`src/rtl/vde_pkg.sv`:
```
// rtl/vde_pkg.sv - shared widths and packer state encoding for the vde decision engine
package vde_pkg;

  localparam int VDE_BATCH_MAX = 8;
  localparam int VDE_CNT_W     = 4;

  typedef enum logic [1:0] {
    ST_COLLECT = 2'd0,
    ST_EMIT    = 2'd1,
    ST_DECAY   = 2'd2
  } bump_pack_state_e;

endpackage

```
`src/rtl/vde_bump_packer.sv`:
```
// rtl/vde_bump_packer.sv - packs learned-clause literals into vde multi-bump batches plus a decay pulse
// Optional VDE_BUMP_DEDUP_EN: drop literals already present in the current batch.
module vde_bump_packer
  import vde_pkg::*;
#(
  parameter int BATCH  = 8,
  parameter int DROP_W = 16
) (
  input  logic                                 clk,
  input  logic                                 reset,
  input  logic                                 clear_all,
  input  logic [31:0]                          max_var,
  input  logic                                 lit_valid,
  output logic                                 lit_ready,
  input  logic [31:0]                          lit_var,
  input  logic                                 lit_last,
  input  logic                                 bump_ready,
  output logic [VDE_CNT_W-1:0]                 bump_count,
  output logic [VDE_BATCH_MAX-1:0][31:0]       bump_vars,
  output logic                                 decay,
  output logic                                 busy,
  output logic [DROP_W-1:0]                    drop_cnt
);

  localparam logic [VDE_CNT_W-1:0] BATCH_N = VDE_CNT_W'(BATCH);

  bump_pack_state_e                      state_q, state_d;
  logic [VDE_CNT_W-1:0]                  n_q, n_d;
  logic [VDE_BATCH_MAX-1:0][31:0]        batch_q, batch_d;
  logic                                  pending_decay_q, pending_decay_d;
  logic [DROP_W-1:0]                     drop_cnt_q, drop_cnt_d;
  logic                                  lit_illegal;
  logic                                  lit_dup;

  assign lit_illegal = (lit_var == 32'd0) || (lit_var > max_var);

  always_comb begin
    lit_dup = 1'b0;
`ifdef VDE_BUMP_DEDUP_EN
    for (int i = 0; i < BATCH; i++) begin
      if ((VDE_CNT_W'(i) < n_q) && (batch_q[i] == lit_var)) lit_dup = 1'b1;
    end
`endif
  end

  always_comb begin
    state_d         = state_q;
    n_d             = n_q;
    batch_d         = batch_q;
    pending_decay_d = pending_decay_q;
    drop_cnt_d      = drop_cnt_q;
    lit_ready       = 1'b0;
    bump_count      = '0;
    bump_vars       = '0;
    decay           = 1'b0;

    case (state_q)
      ST_COLLECT: begin
        lit_ready = 1'b1;
        if (lit_valid) begin
          if (lit_illegal) begin
            if (drop_cnt_q != '1) drop_cnt_d = drop_cnt_q + 1'b1;
          end else if (!lit_dup) begin
            for (int i = 0; i < BATCH; i++) begin
              if (VDE_CNT_W'(i) == n_q) batch_d[i] = lit_var;
            end
            n_d = n_q + 1'b1;
          end
          // An empty final batch skips EMIT so decay still follows the clause.
          if (lit_last) begin
            pending_decay_d = 1'b1;
            state_d         = (n_d != '0) ? ST_EMIT : ST_DECAY;
          end else if (n_d == BATCH_N) begin
            state_d = ST_EMIT;
          end
        end
      end
      ST_EMIT: begin
        if (bump_ready) begin
          bump_count = n_q;
          bump_vars  = batch_q;
          n_d        = '0;
          batch_d    = '0;
          state_d    = pending_decay_q ? ST_DECAY : ST_COLLECT;
        end
      end
      ST_DECAY: begin
        if (bump_ready) begin
          decay           = 1'b1;
          pending_decay_d = 1'b0;
          state_d         = ST_COLLECT;
        end
      end
      default: state_d = ST_COLLECT;
    endcase

    if (clear_all) begin
      state_d         = ST_COLLECT;
      n_d             = '0;
      batch_d         = '0;
      pending_decay_d = 1'b0;
      drop_cnt_d      = drop_cnt_q;
      lit_ready       = 1'b0;
      bump_count      = '0;
      bump_vars       = '0;
      decay           = 1'b0;
    end
  end

  always_ff @(posedge clk or posedge reset) begin
    if (reset) begin
      state_q         <= ST_COLLECT;
      n_q             <= '0;
      batch_q         <= '0;
      pending_decay_q <= 1'b0;
      drop_cnt_q      <= '0;
    end else begin
      state_q         <= state_d;
      n_q             <= n_d;
      batch_q         <= batch_d;
      pending_decay_q <= pending_decay_d;
      drop_cnt_q      <= drop_cnt_d;
    end
  end

  assign busy     = (state_q != ST_COLLECT) || (n_q != '0);
  assign drop_cnt = drop_cnt_q;

endmodule

```
`config.mk`:
```
export PLATFORM = sky130hd
export DESIGN_NAME = vde_bump_packer
export DESIGN_NICKNAME = d
export VERILOG_FILES = /design/src/rtl/vde_pkg.sv /design/src/rtl/vde_bump_packer.sv
export SDC_FILE = /design/constraint.sdc
export NUM_CORES = 1
export LEC_CHECK = 0
export ABC_CLOCK_PERIOD_IN_PS = 13900
export CORE_ASPECT_RATIO = 0.5
export CORE_MARGIN = 8
export CORE_UTILIZATION = 50
export DETAILED_ROUTE_END_ITERATION = 6
export GPL_TIMING_DRIVEN = 0
export PLACE_DENSITY = 0.81
export SLEW_MARGIN = 20
export SYNTH_ARGS = -nofsm -noshare
export SYNTH_HDL_FRONTEND = slang
export SYNTH_SLANG_ARGS = --single-unit
```
`constraint.sdc`:
```
create_clock -name clk -period 13.9 [get_ports clk]
set_input_delay 2.78 -clock clk [delete_from_list [all_inputs] [get_ports clk]]
set_output_delay 2.78 -clock clk [all_outputs]
set_load 0.05 [all_outputs]
```
==> Word-level counts from Yosys, hierarchy flattened <==
Index checks and enable logic that the tools add are counted.
{ "totals": {"output_inout_bits": 279, "register_bits": 279, "inputBits": 70, "wordCells": 108} }
{ "op_classes": {"n_eq_ne": 25, "n_lt_le_gt_ge": 1, "n_addsub": 2, "bitwise": 1, "muxes": 45, "reduce_logical": 22} }
{ "op_table": {"columns": ["cell", "count"], "rows": [
  ["two-way mux 256 bit", 7],
  ["case mux 256 bit (2 select lines)", 1],
  ["two-way mux 32 bit", 8],
  ["AND reduction 5 bit", 9],
  ["inequality test 3 bit, second input constant", 13],
  ["two-way mux 4 bit", 9],
  ["> comparator 32 bit", 1],
  ["logical NOT 32 bit", 1],
  ["adder 16 x 1 -> 16 bit, second input constant", 1],
  ["== test 3 x 4 -> 1 bit, first input constant", 4],
  ["two-way mux 2 bit", 8],
  ["inequality test 16 bit, second input constant", 1],
  ["two-way mux 1 bit", 9],
  ["== test 2 x 4 -> 1 bit, first input constant", 2],
  ["case mux 4 bit (2 select lines)", 1],
  ["AND reduction 4 bit", 2],
  ["nonzero test 4 bit", 2],
  ["case mux 2 bit (3 select lines)", 1],
  ["nonzero test 3 bit", 2],
  ["adder 4 x 1 -> 4 bit, second input constant", 1],
  ["== test 1 x 4 -> 1 bit, first input constant", 1],
  ["== test 4 bit, second input constant", 1],
  ["logical NOT 4 bit", 1],
  ["inequality test 4 bit, second input constant", 1],
  ["other kinds (8)", 9]
]} }

==> Depth between registers and ports, before layout <==
Gate-level depths: netlist of run 1.
{ "logic_depth": {"ltp_word": 11, "mapped_depth": 12, "ltp_nobuf": 10} }

==> Worst setup path after synthesis of run 1 <==
No wires, ideal clock.
{ "synth_path": {"path_kind": "in2out", "from": "input clear_all", "to": "output bump_vars[100] (netlist bit)", "required_time_ns": 11.120, "path_buffers": 2, "arrival_time_ns": 4.146, "path_slack_ns": 6.974, "cell_stages": 6, "cell_sequence": "inv_1 -> nand2_1 -> nor2_1 -> clkbuf_1 -> clkbuf_1 -> and2_1"} }
{ "synth_lines": {"columns": ["item", "line_no", "source"], "rows": [
  ["start: declaration", "vde_bump_packer.sv:11", "input logic clear_all,"],
  ["end: declaration", "vde_bump_packer.sv:19", "output logic [VDE_BATCH_MAX-1:0][31:0] bump_vars,"]
]} }

==> results of run 1 <==
[per-layer routing]
metal  vias to the layer above  GRT usage, %  wire [um]
met3                        79         4.432       2140
met5                         -             0          0
met1                      5366         31.90      18200
met4                         0         7.757       1357
met2                       301         46.41      22830
li1                       4709             -          -
[layout make-up]
| type | count | area (sq um) | share of cell area [%] |
|---|---|---|---|
| clock inverters | 14 | 211.5 | 1.131 |
| plain buffers | 95 | 406.6 | 2.174 |
| multi-input cells | 759 | 6238 | 33.36 |
| well taps | 360 | 450.4 | 2.409 |
| clock buffers | 31 | 678.2 | 3.626 |
| flip-flops and latches | 279 | 6982 | 37.33 |
| repair buffers | 351 | 3566 | 19.07 |
| inverters | 43 | 168.9 | 0.9032 |
[how the worst max path moves through the flow]
| stage | endpoint | start |
|---|---|---|
| 2_1_floorplan | batch_q[0]$_DFFE_PP0P_ | reset |
| 3_3_place_gp | batch_q[6]$_DFFE_PP0P_ | reset |
| 3_5_place_dp | bump_vars[127] | clear_all |
| 4_1_cts | bump_vars[104] | clear_all |
| 5_1_grt | bump_vars[189] | clear_all |
| 6_report | bump_vars[189] | clear_all |
[cell families after synthesis]
family	Yosys count	synth area share [%]
simple gates	395	17.11
mux	260	21.22
flops	279	50.65
compound gates	50	2.451
fa+ha+maj	37	3.359
xor+xnor	17	1.080
buf+inv	138	4.121
[flip-flops by register name, summed over array words and instances, names as in the netlist]
| register | flops |
|---|---|
| n_q | 4 |
| batch_q | 256 |
| drop_cnt | 16 |
| pending_decay_q | 1 |
| state_q | 2 |
[stage by stage]
step	hold slack (ns)	utilization, %	instances	instance area, sq um	power [mW]
6_report	0.4868	68.29	1932	18700	2.237
5_1_grt	0.5066	68.29	1932	18700	2.324
4_1_cts	0.4891	68.27	1932	18700	2.245
3_5_place_dp	0.4738	65.02	1887	17810	1.489
3_3_place_gp	0.4650	64.70	1884	17720	1.460
2_1_floorplan	0.4489	-	1176	13780	1.327
[worst max-delay path: stages]
cell and delay [ns]:
clkdlybuf4s50_1 0.52, inv_1 0.25, nand2_1 0.23, nor2_1 0.27, clkbuf_1 0.65, clkbuf_1 0.47
and2_1 0.26, clkdlybuf4s50_1 0.83
[where the power goes]
group / switching [mW] / internal, mW / leakage, nW / total, mW
sequential: 0.0750 / 0.954 / 3.64 / 1.03
clock: 0.316 / 0.443 / 0.438 / 0.758
combinational: 0.239 / 0.211 / 4.45 / 0.450
[placed cells by master (no fill, tap or decap), types with 3 or more instances in the layout]
master           synthesis  final
bufinv_16                0      5
nand4_1                 16     16
o21ai_0                  8      8
dfrtp_1                279    279
a21oi_1                 14     14
nor4_1                   9      9
clkbuf_16                0     25
clkdlybuf4s50_1          0    348
nor3_1                  10      9
clkbuf_8                 0      3
o21ai_1                  8      8
buf_16                   0      3
and2_1                 257    257
inv_1                   43     42
ha_1                    37     37
mux2_2                 242    242
nor2_1                  15     15
and3_1                  43     43
nand2_1                 21     21
mux2_1                  16     16
clkbuf_1                68     71
clkinv_2                 0      5
xnor2_1                 15     15
nand2b_1                 3      3
buf_2                   19     19
nand3_1                 14     14
buf_4                    7      7
==> summary.txt, run 1 <==
Status
  – Status: complete, no violations

Power
  – Maximum vdd drop: approximately 0.077 mV
  – LEAKAGE: around 8.5 nW
  – Power per cell area: ~120 mW/mm^2

Timing
  – Total Negative Setup Slacks: 0 ns
  – Fmax: between 100 and 150 MHz
  – Worst Tran Pin Value: 0.8128 ns
  – Worst Setup Slack, final: 4.857 ns
  – Crit path time final: about 9 ns
  – Relative slew slack: between 40% and 50%
  – Max Slew Vio Count: 0
  – Fin crit share: 65.06%
  – Final Setup Violations: 0
  – RSZ-0062 raised after global routing: false
  – Final Hold Fails: 0
  – Skew final: between 0.01 and 0.015 ns

Floorplan
  – Die ar.: 0.03346 sq mm
  – Core Rows: 43
  – # IOs: 349
  – Initial core utilization: 50.33%
  – Die Span X: 250.8 um
  – Core Area: about 0.027 sq mm
  – Die Y: between 100 and 150 um

Global routing
  – Overflow after GRT: 0
  – Largest net degree at the start of global routing: just over 90
  – Initial antenna violation count: 0
  – Number of global-route vias before repair: between 10,000 and 15,000
  – First-pass GRT wire length: between 60,000 and 70,000 um
  – Total GRT Usage: 25.92%

Clock network
  – Clock root cell: clkbuf_16
  – CTS resizes: 0
  – Setup bufs post-CTS: 0
  – CTS Hold Bufs: 0
  – Clk Latency, worst-skew pair: about 0.53 ns
  – Inserted Clock Buffers: 25
  – CTS Sinks: about 280
  – Clock tree buffer depth: 3
  – CTS tree: built
  – Number of H-tree levels: 1
  – CTS clock-pin slew for the worst setup and hold paths: 0.06 ns

Detailed routing
  – Average vias per placed instance: approximately 5.4
  – Mean routed wirelength per cell: between 20 and 25 um
  – DRT iter0 DRCs: 635
  – Vias: roughly 10,000
  – Drt pass-1 iters: 5
  – Post-Route WL: approximately 45,000 um
  – Antenna viol nets, final: 0
  – DRC Markers: 0

Synthesis
  – Register bit total from synthesis: around 280
  – Synthesized area: 0.01378 sq mm
  – Syn Area/Cell: ~12 sq um
  – Synth area leader: dfrtp_1
  – Top post-synthesis cells by area: dfrtp_1, mux2_2, and2_1, ha_1, and3_1
  – Yosys warning count: 0
  – Commonest cells in the netlist: dfrtp_1, and2_1, mux2_2
  – Syn nets: 1,283
  – Distinct cells, synth: 46
  – Post-synth EDFFs: 0
  – FFs w/ async S/R, synth: 100.0%
  – Ys flop type: dfrtp_1
  – Mapped Cells: roughly 1,200
  – Yosys top cell area share: 50.65%
  – Sequential share of the synthesized area: 50.65%
  – Most numerous cell in the Yosys netlist: dfrtp_1

Layout
  – # nets final: approximately 1,700
  – Area growth from synthesis to layout: 35.68%
  – Fill cells: 2,013
  – Share of cells above drive strength 1: 20.36%
  – N_diodes: 0

Critical path
  – R2r endpoint: drop_cnt[10]$_DFFE_PP0P_
  – Arrival time worst endpoint: roughly 6.3 ns
  – Startpoint types: input pin
  – Critical path required time: ~11 ns
  – Worst R2R Path Depth: 8
  – Crit Path Category: input pin to output pin
  – Critical path endpoint category: output pin
  – FF-to-FF Start: state_q[0]$_DFFE_PP0P_
  – Max FO, Critical Path: 10
  – Reg-to-reg slack, setup: between 10 and 15 ns

Placed design
  – DP Wirelength: 34,380 um
  – Routability cong.: a little under 0.9
  – PortBufs: between 300 and 400
  – Placement Setup Slack: between 5 and 6 ns

Worst hold path
  – Hold Crit Class: flip-flop to flip-flop
  – HP Start: batch_q[9]$_DFFE_PP0P_
  – Hold Crit Depth: 1
  – Hold path endpoint: batch_q[9]$_DFFE_PP0P_

Flow run
  – Max_cap viols: 0
No activity file was read; power rests on OpenSTA's default activity.
==> run 2: changes to the inputs <==
--- a/config.mk
+++ b/config.mk
@@ -5,7 +5,7 @@
 export SDC_FILE = /design/constraint.sdc
 export NUM_CORES = 1
 export LEC_CHECK = 0
-export ABC_CLOCK_PERIOD_IN_PS = 13900
+export ABC_CLOCK_PERIOD_IN_PS = 9200
 export CORE_ASPECT_RATIO = 0.5
 export CORE_MARGIN = 8
 export CORE_UTILIZATION = 50
==> constraint.sdc (replaced) <==
create_clock -name clk -period 9.2 [get_ports clk]
set_input_delay 1.84 -clock clk [delete_from_list [all_inputs] [get_ports clk]]
set_output_delay 1.84 -clock clk [all_outputs]
set_load 0.05 [all_outputs]
==> summary.txt, run 2 (same netlist as run 1, synthesis figures left out) <==
Floorplan
  – Core Area: 0.02739 sq mm
  – Initial core utilization: about half
  – Die Y: roughly 130 um
  – # IOs: 349
  – Die Span X: 250.8 um
  – Die ar.: between 0.03 and 0.04 sq mm
  – Core Rows: between 40 and 50

Detailed routing
  – Mean routed wirelength per cell: around 23 um
  – Antenna viol nets, final: 0
  – Vias: around 11,000
  – Average vias per placed instance: between 5 and 6
  – DRC Markers: 0
  – DRT iter0 DRCs: about 650
  – Post-Route WL: 44,570 um
  – Drt pass-1 iters: 5

Clock network
  – CTS clock-pin slew for the worst setup and hold paths: about 0.07 ns
  – Number of H-tree levels: 1
  – Inserted Clock Buffers: 26
  – CTS Sinks: 279
  – CTS Hold Bufs: 0
  – CTS resizes: 0
  – Setup bufs post-CTS: 0
  – Clock tree buffer depth: 3
  – Clock root cell: clkbuf_16
  – Clk Latency, worst-skew pair: 0.56 ns
  – CTS tree: built

Critical path
  – Critical path required time: between 7 and 8 ns
  – Worst R2R Path Depth: 8
  – Critical path endpoint category: output pin
  – Crit Path Category: input pin to output pin
  – Critical path, cell by cell: clkdlybuf4s50_1 > inv_1 > nand2_1 > nor2_1 > clkbuf_1 > clkbuf_1 > and2_1 > clkdlybuf4s50_1
  – Slowest cell on crit path: clkdlybuf4s50_1
  – Max FO, Critical Path: 11
  – FF-to-FF Start: state_q[0]$_DFFE_PP0P_
  – CP max stage delay: ~0.85 ns
  – Reg-to-reg slack, setup: 6.55 ns
  – R2r endpoint: drop_cnt[8]$_DFFE_PP0P_
  – Startpoint types: input pin
  – Arrival time worst endpoint: between 5 and 6 ns

Placed design
  – Routability cong.: 0.9104
  – PortBufs: around 350
  – DP Wirelength: roughly 34,000 um

Worst hold path
  – Hold path endpoint: batch_q[127]$_DFFE_PP0P_
  – HP Start: batch_q[127]$_DFFE_PP0P_
  – Hold Crit Depth: 1
  – Hold Crit Class: flip-flop to flip-flop

Power
  – Maximum vdd drop: 0.1306 mV
  – Power per cell area: between 150 and 200 mW/mm^2
  – Total power: 3.432 mW
  – LEAKAGE: ~8.6 nW

Layout
  – Most frequent cells in the layout: clkdlybuf4s50_1, dfrtp_1, and2_1
  – Final Util: between 60% and 70%
  – Max reg flops: between 200 and 300
  – Fill cells: 2,012
  – Largest Register: batch_q
  – Commonest non-fill, non-tap cell in the layout: clkdlybuf4s50_1
  – Area growth from synthesis to layout: 36.70%
  – # nets final: ~1,700
  – Share of cells above drive strength 1: roughly 21%

Global routing
  – Total GRT Usage: 25.95%
  – Overflow after GRT: 0
  – Initial antenna violation count: 0
  – First-pass GRT wire length: between 60,000 and 70,000 um
  – Number of global-route vias before repair: around 11,000
  – Largest net degree at the start of global routing: 36

Timing
  – Total Negative Setup Slacks: 0 ns
  – Final hold slack: ~0.48 ns
  – Max Slew Vio Count: 0
  – Crit path time final: 7.274 ns
  – Worst Tran Pin Value: between 0.8 and 0.9 ns
  – Final Hold Fails: 0
  – Skew final: between 0.02 and 0.025 ns
  – Fmax: 137.5 MHz
  – Fin crit share: between 70% and 80%
  – RSZ-0062 raised after global routing: false
  – Relative slew slack: a little under half
  – Final Setup Violations: 0

Flow run
  – Max_cap viols: 0

Status
  – Status: complete, no violations
==> run 2: worst max path at each step <==
| stage | startpoint | to | slack (ns) | depth (start not counted) |
|---|---|---|---|---|
| floorplan | reset | batch_q[0]$_DFFE_PP0P_ | 3.67 | 1 |
| global placement | reset | batch_q[185]$_DFFE_PP0P_ | 1.86 | 2 |
| detailed placement | clear_all | bump_vars[127] | 2.04 | 8 |
| CTS | clear_all | bump_vars[127] | 2.04 | 8 |
| global route | clear_all | bump_vars[126] | 1.87 | 8 |
| finish | clear_all | bump_vars[49] | 1.93 | 8 |
==> run 2: routing by layer <==
metal | up-vias | track usage [%] | wire, um
li1 | 4756 | - | -
met1 | 5458 | 33.29 | 18810
met2 | 258 | 46.32 | 22830
met3 | 70 | 3.247 | 1782
met4 | 0 | 6.501 | 1160
met5 | - | 0 | 0
==> run 2: worst max-delay path, delay by kind of cell <==
family	cells	cell delay, ns
buffers and inverters	5	2.87
AND/OR/NAND/NOR	3	0.70
==> run 2: power breakdown <==
group / total (mW) / switching (mW) / internal, mW
Sequential: 1.55 / 0.112 / 1.44
Clock: 1.20 / 0.498 / 0.699
Combinational: 0.681 / 0.359 / 0.322
Total: 3.43 / 0.970 / 2.46
==> run 2: final cells by class <==
class                      instances  area (sq um)  area share [%]
sequential                       279          6982           37.05
multi-input combinational        759          6238           33.11
clock inverter                    15         234.0           1.242
inverter                          43         165.2          0.8766
timing repair buffer             356          3643           19.34
antenna                            2         5.005         0.02656
tap                              360         450.4           2.391
clock buffer                      33         716.9           3.805
buffer                            95         406.6           2.158
==> run 2: through the flow <==
stage	area, sq um	std cells	setup slack (ns)
after floorplan	13790	1176	3.667
after global placement	17720	1884	1.858
after detailed placement	17890	1892	2.038
after CTS	18840	1940	2.039
after global routing	18840	1940	1.872
final	18840	1942	1.926
==> run 3: changes to the inputs <==
--- a/config.mk
+++ b/config.mk
@@ -5,7 +5,7 @@
 export SDC_FILE = /design/constraint.sdc
 export NUM_CORES = 1
 export LEC_CHECK = 0
-export ABC_CLOCK_PERIOD_IN_PS = 9200
+export ABC_CLOCK_PERIOD_IN_PS = 6900
 export CORE_ASPECT_RATIO = 0.5
 export CORE_MARGIN = 8
 export CORE_UTILIZATION = 50
==> constraint.sdc (replaced) <==
create_clock -name clk -period 6.9 [get_ports clk]
set_input_delay 1.38 -clock clk [delete_from_list [all_inputs] [get_ports clk]]
set_output_delay 1.38 -clock clk [all_outputs]
set_load 0.05 [all_outputs]
==> results of run 3 <==
The final DEF is identical to that of run 2. Status: complete, no violations.
Main changes from that run: setup slack after placement 2.038 ns -> 0.6577 ns; setup slack after layout 1.926 ns -> 0.5463 ns; register-to-register setup slack 6.55 ns -> 4.25 ns; total power 3.432 mW -> 4.576 mW; worst IR drop on VDD 0.1306 mV -> 0.1741 mV
